## src/rtl/calc_key_sequencer.sv

```systemverilog
`default_nettype none
// ============================================================================
// Module      : calc_key_sequencer
// Description : Turns keypad events into two decimal operands and an operator,
//               launches the arithmetic unit and holds result/error for display.
// Revision    : 1.0 - initial release
// ============================================================================
module calc_key_sequencer #(
    parameter int DIGITS = 4,
    parameter int OPW    = 14
) (
    input  logic                 clk,
    input  logic                 rst,
    input  logic [7:0]           key_code,
    input  logic                 key_pressed,
    input  logic                 alu_done,
    input  logic [2*OPW-1:0]     alu_result,
    input  logic                 alu_err,
    output logic [OPW-1:0]       opa,
    output logic [OPW-1:0]       opb,
    output logic [1:0]           op_sel,
    output logic                 alu_start,
    output logic                 busy,
    output logic [2*OPW-1:0]     disp_value,
    output logic                 disp_err
);

    localparam int               c_CW        = $clog2(DIGITS + 1);
    localparam logic [c_CW-1:0]  c_CNT_MAX   = c_CW'(DIGITS);
    localparam logic [2*OPW-1:0] c_MAX_VALUE = (2*OPW)'(10**DIGITS - 1);

    localparam logic [7:0] c_KEY_ADD = 8'h82;
    localparam logic [7:0] c_KEY_SUB = 8'h84;
    localparam logic [7:0] c_KEY_MUL = 8'h88;
    localparam logic [7:0] c_KEY_DIV = 8'h28;
    localparam logic [7:0] c_KEY_EQ  = 8'h48;
    localparam logic [7:0] c_KEY_CLR = 8'h18;

    typedef enum logic [2:0] {
        ST_ENTER_A  = 3'd0,
        ST_ENTER_B  = 3'd1,
        ST_WAIT_ALU = 3'd2,
        ST_RESULT   = 3'd3,
        ST_ERROR    = 3'd4
    } state_t;

    state_t             r_state, w_state_n;
    logic               r_sync1, r_sync2, r_prev;
    logic [OPW-1:0]     r_opa, w_opa_n;
    logic [OPW-1:0]     r_opb, w_opb_n;
    logic [c_CW-1:0]    r_a_cnt, w_a_cnt_n;
    logic [c_CW-1:0]    r_b_cnt, w_b_cnt_n;
    logic [1:0]         r_op_sel, w_op_sel_n;
    logic [2*OPW-1:0]   r_result, w_result_n;
    logic [2*OPW-1:0]   r_disp, w_disp_n;
    logic               r_start, w_start_n;

    logic               w_evt, w_is_digit, w_is_op, w_is_eq, w_is_clr;
    logic [1:0]         w_op_code;
    logic [3:0]         w_digit;

    function automatic logic [OPW-1:0] f_acc(input logic [OPW-1:0] x, input logic [3:0] d);
        return (x << 3) + (x << 1) + {{(OPW-4){1'b0}}, d};
    endfunction

    // Single event per press: rising edge of the synchronized level
    assign w_evt      = r_sync2 & ~r_prev;
    assign w_digit    = key_code[3:0];
    assign w_is_digit = w_evt && (key_code <= 8'd9);
    assign w_is_eq    = w_evt && (key_code == c_KEY_EQ);
    assign w_is_clr   = w_evt && (key_code == c_KEY_CLR);

    always_comb begin
        w_is_op   = 1'b0;
        w_op_code = 2'b00;
        case (key_code)
            c_KEY_ADD: begin w_is_op = w_evt; w_op_code = 2'b00; end
            c_KEY_SUB: begin w_is_op = w_evt; w_op_code = 2'b01; end
            c_KEY_MUL: begin w_is_op = w_evt; w_op_code = 2'b10; end
            c_KEY_DIV: begin w_is_op = w_evt; w_op_code = 2'b11; end
            default:   ;
        endcase
    end

    always_comb begin
        w_state_n  = r_state;
        w_opa_n    = r_opa;
        w_opb_n    = r_opb;
        w_a_cnt_n  = r_a_cnt;
        w_b_cnt_n  = r_b_cnt;
        w_op_sel_n = r_op_sel;
        w_result_n = r_result;
        w_start_n  = 1'b0;
        w_disp_n   = r_disp;

        case (r_state)
            ST_ENTER_A: begin
                if (w_is_digit && (r_a_cnt < c_CNT_MAX)) begin
                    w_opa_n   = f_acc(r_opa, w_digit);
                    w_a_cnt_n = r_a_cnt + 1'b1;
                end else if (w_is_op) begin
                    w_op_sel_n = w_op_code;
                    w_opb_n    = '0;
                    w_b_cnt_n  = '0;
                    w_state_n  = ST_ENTER_B;
                end
            end
            ST_ENTER_B: begin
                if (w_is_digit && (r_b_cnt < c_CNT_MAX)) begin
                    w_opb_n   = f_acc(r_opb, w_digit);
                    w_b_cnt_n = r_b_cnt + 1'b1;
                end else if (w_is_op && (r_b_cnt == '0)) begin
                    w_op_sel_n = w_op_code;
                end else if (w_is_eq && (r_b_cnt != '0)) begin
                    w_start_n = 1'b1;
                    w_state_n = ST_WAIT_ALU;
                end
            end
            ST_WAIT_ALU: begin
                if (alu_done) begin
                    if (alu_err) begin
                        w_state_n = ST_ERROR;
                    end else begin
                        w_result_n = alu_result;
                        w_state_n  = ST_RESULT;
                    end
                end
            end
            ST_RESULT: begin
                if (w_is_digit) begin
                    w_opa_n   = {{(OPW-4){1'b0}}, w_digit};
                    w_a_cnt_n = c_CW'(1);
                    w_state_n = ST_ENTER_A;
                end else if (w_is_op) begin
                    // Chaining is only legal when the result fits an operand
                    if (r_result <= c_MAX_VALUE) begin
                        w_opa_n    = r_result[OPW-1:0];
                        w_op_sel_n = w_op_code;
                        w_opb_n    = '0;
                        w_b_cnt_n  = '0;
                        w_state_n  = ST_ENTER_B;
                    end else begin
                        w_state_n = ST_ERROR;
                    end
                end
            end
            default: ;
        endcase

        if (w_is_clr) begin
            w_state_n  = ST_ENTER_A;
            w_opa_n    = '0;
            w_opb_n    = '0;
            w_a_cnt_n  = '0;
            w_b_cnt_n  = '0;
            w_op_sel_n = 2'b00;
            w_result_n = '0;
            w_start_n  = 1'b0;
        end

        case (w_state_n)
            ST_ENTER_A: w_disp_n = {{OPW{1'b0}}, w_opa_n};
            ST_ENTER_B: w_disp_n = (w_b_cnt_n != '0) ? {{OPW{1'b0}}, w_opb_n}
                                                     : {{OPW{1'b0}}, w_opa_n};
            ST_RESULT:  w_disp_n = w_result_n;
            ST_ERROR:   w_disp_n = '0;
            default:    ;
        endcase
    end

    always_ff @(posedge clk or posedge rst) begin
        if (rst) begin
            r_sync1  <= 1'b0;
            r_sync2  <= 1'b0;
            r_prev   <= 1'b0;
            r_state  <= ST_ENTER_A;
            r_opa    <= '0;
            r_opb    <= '0;
            r_a_cnt  <= '0;
            r_b_cnt  <= '0;
            r_op_sel <= 2'b00;
            r_result <= '0;
            r_disp   <= '0;
            r_start  <= 1'b0;
        end else begin
            r_sync1  <= key_pressed;
            r_sync2  <= r_sync1;
            r_prev   <= r_sync2;
            r_state  <= w_state_n;
            r_opa    <= w_opa_n;
            r_opb    <= w_opb_n;
            r_a_cnt  <= w_a_cnt_n;
            r_b_cnt  <= w_b_cnt_n;
            r_op_sel <= w_op_sel_n;
            r_result <= w_result_n;
            r_disp   <= w_disp_n;
            r_start  <= w_start_n;
        end
    end

    assign opa        = r_opa;
    assign opb        = r_opb;
    assign op_sel     = r_op_sel;
    assign alu_start  = r_start;
    assign busy       = (r_state == ST_WAIT_ALU);
    assign disp_err   = (r_state == ST_ERROR);
    assign disp_value = r_disp;

endmodule
`default_nettype wire
```

## config.mk

```make
export PLATFORM = sky130hd
export DESIGN_NAME = calc_key_sequencer
export DESIGN_NICKNAME = d
export VERILOG_FILES = /design/src/rtl/calc_key_sequencer.sv
export SDC_FILE = /design/constraint.sdc
export NUM_CORES = 1
export LEC_CHECK = 0
export ABC_AREA = 1
export CORE_AREA = 2 2 150 152
export DETAILED_ROUTE_END_ITERATION = 12
export DIE_AREA = 0 0 152 154
export GPL_ROUTABILITY_DRIVEN = 1
export GPL_TIMING_DRIVEN = 0
export PLACE_DENSITY = 0.53
export SLEW_MARGIN = 20
export SYNTH_ARGS = -nofsm -noshare
export SYNTH_HDL_FRONTEND = slang
export SYNTH_SLANG_ARGS = --single-unit
```

## constraint.sdc

```tcl
create_clock -name clk -period 6.2 [get_ports clk]
set_input_delay 1.24 -clock clk [delete_from_list [all_inputs] [get_ports clk]]
set_output_delay 1.24 -clock clk [all_outputs]
set_load 0.01 [all_outputs]
```

==> results_dict.tcl <==
set metrics [dict create \
    outcome "completed" \
    slew_headroom 0.544 \
    hold_violations 0 \
    die_area_um2 23400 \
    grt-busiest-layer "met2" \
    setup_viol 0 \
    io_pins 102 \
    synth-warning-count 0 \
    synth.distinct_cells 42 \
    clkTransAtPathRegs_ns 0.07 \
    port_buffers 101 \
    antenna_found_initial 0 \
    hold_class "reg -> reg" \
    synthArstFlopShare 1.00 \
    finClkSkew_ns 0.00883 \
    fin_ws_ns 1.97 \
    rows 54 \
    cts_made_buffers 9 \
    power_leakage_nw 4.46 \
    ctsRootBufferMaster "clkbuf_16" \
    globalRouteTotalUtil 0.202 \
    final_cell_mix "271 x nand2_1, 160 x nor2_1, 147 x inv_1" \
    synthCells 1108 \
    areaGrowthSynthToFinish_pct 22.3 \
    place_inst 1490 \
    critPathRequiredTime_ns 6.45 \
    synthesis.nets 1200 \
    clk_latency_ns 0.36 \
    initial_core_util 0.348 \
    multi_input_area_um2 4280 \
    post-place-ws_ns 1.59 \
    regArea_um2 2480 \
    wl_per_cell_um 15.6 \
    grt_pass1_wl_mm 37.7 \
    finalCriticalPeriod_ns 4.23 \
    cts.repair.resized 0 \
    first_global_vias 7007 \
    first_pass_iters 5 \
    cellPowerDensity_nw_per_um2 487 \
    coreArea_um2 21700 \
    synth-edff-count 0 \
    final_util 0.425 \
    via_per_inst 4.83 \
    grt_use_met1 0.278 \
    layout-drive-gt1-share 0.0718 \
    die_w_um 152 \
    postCtsSetupRepairBufs 0 \
    finalSetupTns_ns 0 \
    irDropWorstVdd_v 0.000161 \
    final_common_cell "nand2_1" \
    maxSlewViolCount 0 \
    ctsLongestPathBuffers 2 \
    grt_max_degree 73 \
    ys_seq_area_frac 0.329 \
    finalCritPeriodShare 0.683 \
    syn-cell-area_um2 7540 \
    drt_wl_total_mm 23.5 \
    finalPower_w 0.00450 \
    drt_iter0_drc 414 \
    cap_violations 0 \
    cts_htree_levels 3 \
    gp_congestion 0.893 \
    arrival_ns 4.49 \
    dp_hpwl_mm 18.8 \
    cts.sinks 99 \
    tightest_slew_ns 0.684 \
    num_antenna_cells 0 \
    avgSynthCellArea_um2 6.80 \
    fmax_mhz 236 \
    startpoint_type "primary input" \
    critPathKind "in -> reg" \
    fillCellCount 2282 \
    yosys_most_used_dff "dfrtp_1" \
    crit_fanout 6 \
    routed-via-count 7273 \
    grt_setup_unrepaired "false" \
    postRouteAntennaNets 0 \
    die_y_um 154 \
    gr-total-overflow 0 \
    synth-seq-cells 99 \
    drc_errors 0 \
    grt_use_met2 0.329 \
    crit_path_end_kind "register" \
    grt_util_met3 0.0389 \
    stdcell_count 1506 \
    tritoncts "done" \
    num-nets-final 1313 \
    postCtsHoldBufs 0 \
]
==> worst paths after layout <==
| path | to | slack (ns) | startpoint | cells after the start |
|---|---|---|---|---|
| worst max-delay path | disp_value[10] | 1.97 | key_code[3] | 16 |
| min in group asynchronous | disp_value[15] | 1.22 | rst | 2 |
| worst max register to register | disp_value[10] | 3.25 | opb[0] | 15 |
| worst min register to register | r_sync2 | 0.36 | r_sync1 | 0 |
| max in group asynchronous | opa[8] | 4.32 | rst | 3 |
| worst min-delay path | r_sync2 | 0.36 | r_sync1 | 0 |
==> metrics by stage <==
stage | hold slack [ns] | cell area [µm²]
4_1_cts | 0.366 | 9220
3_3_place_gp | 0.341 | 8900
2_1_floorplan | 0.331 | 7540
5_1_grt | 0.376 | 9220
3_5_place_dp | 0.348 | 8930
6_report | 0.364 | 9220
==> cell type report <==
type / instances / area share
buffer: 33 / 0.0190
multi-input combinational: 815 / 0.464
inverter: 161 / 0.0661
clock buffer: 10 / 0.0259
timing repair buffer: 102 / 0.113
sequential: 99 / 0.269
clock inverter: 6 / 0.00556
tap: 280 / 0.0380
==> critical path: stages <==
cell             delay (ns)
clkdlybuf4s50_1        0.74
inv_2                  0.10
fa_1                   0.54
fa_1                   0.52
o21ai_0                0.32
nand2_1                0.14
nand2_1                0.09
nand2_1                0.06
a21oi_1                0.16
o211ai_1               0.10
nand2_1                0.12
nand2_1                0.07
nand3_1                0.10
nand2_1                0.06
nand2_1                0.07
nand2_1                0.05
==> state kept, by name (all words and copies together) (netlist names), 2 cells and up <==
name / count
op_sel: 2
r_result: 28
opb: 14
r_a_cnt: 3
disp_value: 28
r_state: 3
opa: 14
r_b_cnt: 3
==> layer usage <==
metal | up-vias | routed length (µm)
li1 | 3800 | -
met1 | 3311 | 11400
met2 | 140 | 10600
met3 | 22 | 1110
met4 | 0 | 375
met5 | - | 0
==> Yosys cell counts, types with 6 or more instances <==
cell | count | area share
nor3_2 | 6 | 0.0080
clkbuf_1 | 10 | 0.0050
dfrtp_1 | 99 | 0.33
xnor2_1 | 9 | 0.010
buf_2 | 14 | 0.0093
nand4_1 | 20 | 0.017
a21oi_1 | 53 | 0.035
inv_1 | 148 | 0.074
nor2_1 | 160 | 0.080
nand3_1 | 97 | 0.064
nor3_1 | 29 | 0.019
o21ai_0 | 44 | 0.029
ha_1 | 47 | 0.078
a22o_1 | 14 | 0.016
nand2_2 | 11 | 0.0091
o21ai_1 | 12 | 0.0080
inv_2 | 12 | 0.0060
nand2_1 | 271 | 0.13
==> kinds of logic (layout without fill, tap and decap cells) <==
logic type	Yosys count	in the layout	share of synthesized area
adders and majority gates	51	51	0.0886
buffers and inverters	194	312	0.103
and+or+nand+nor	618	618	0.364
DFF	99	99	0.329
AOI/OAI and AO/OA	137	137	0.105
xor gates and xnor gates	9	9	0.0105
==> power by group <==
group / switching [W] / internal [W]
logic: 0.00175 / 0.00115
registers: 0.000202 / 0.000821
clock network: 0.000277 / 0.000291
total: 0.00223 / 0.00226
(Power assumes the default switching activity.)
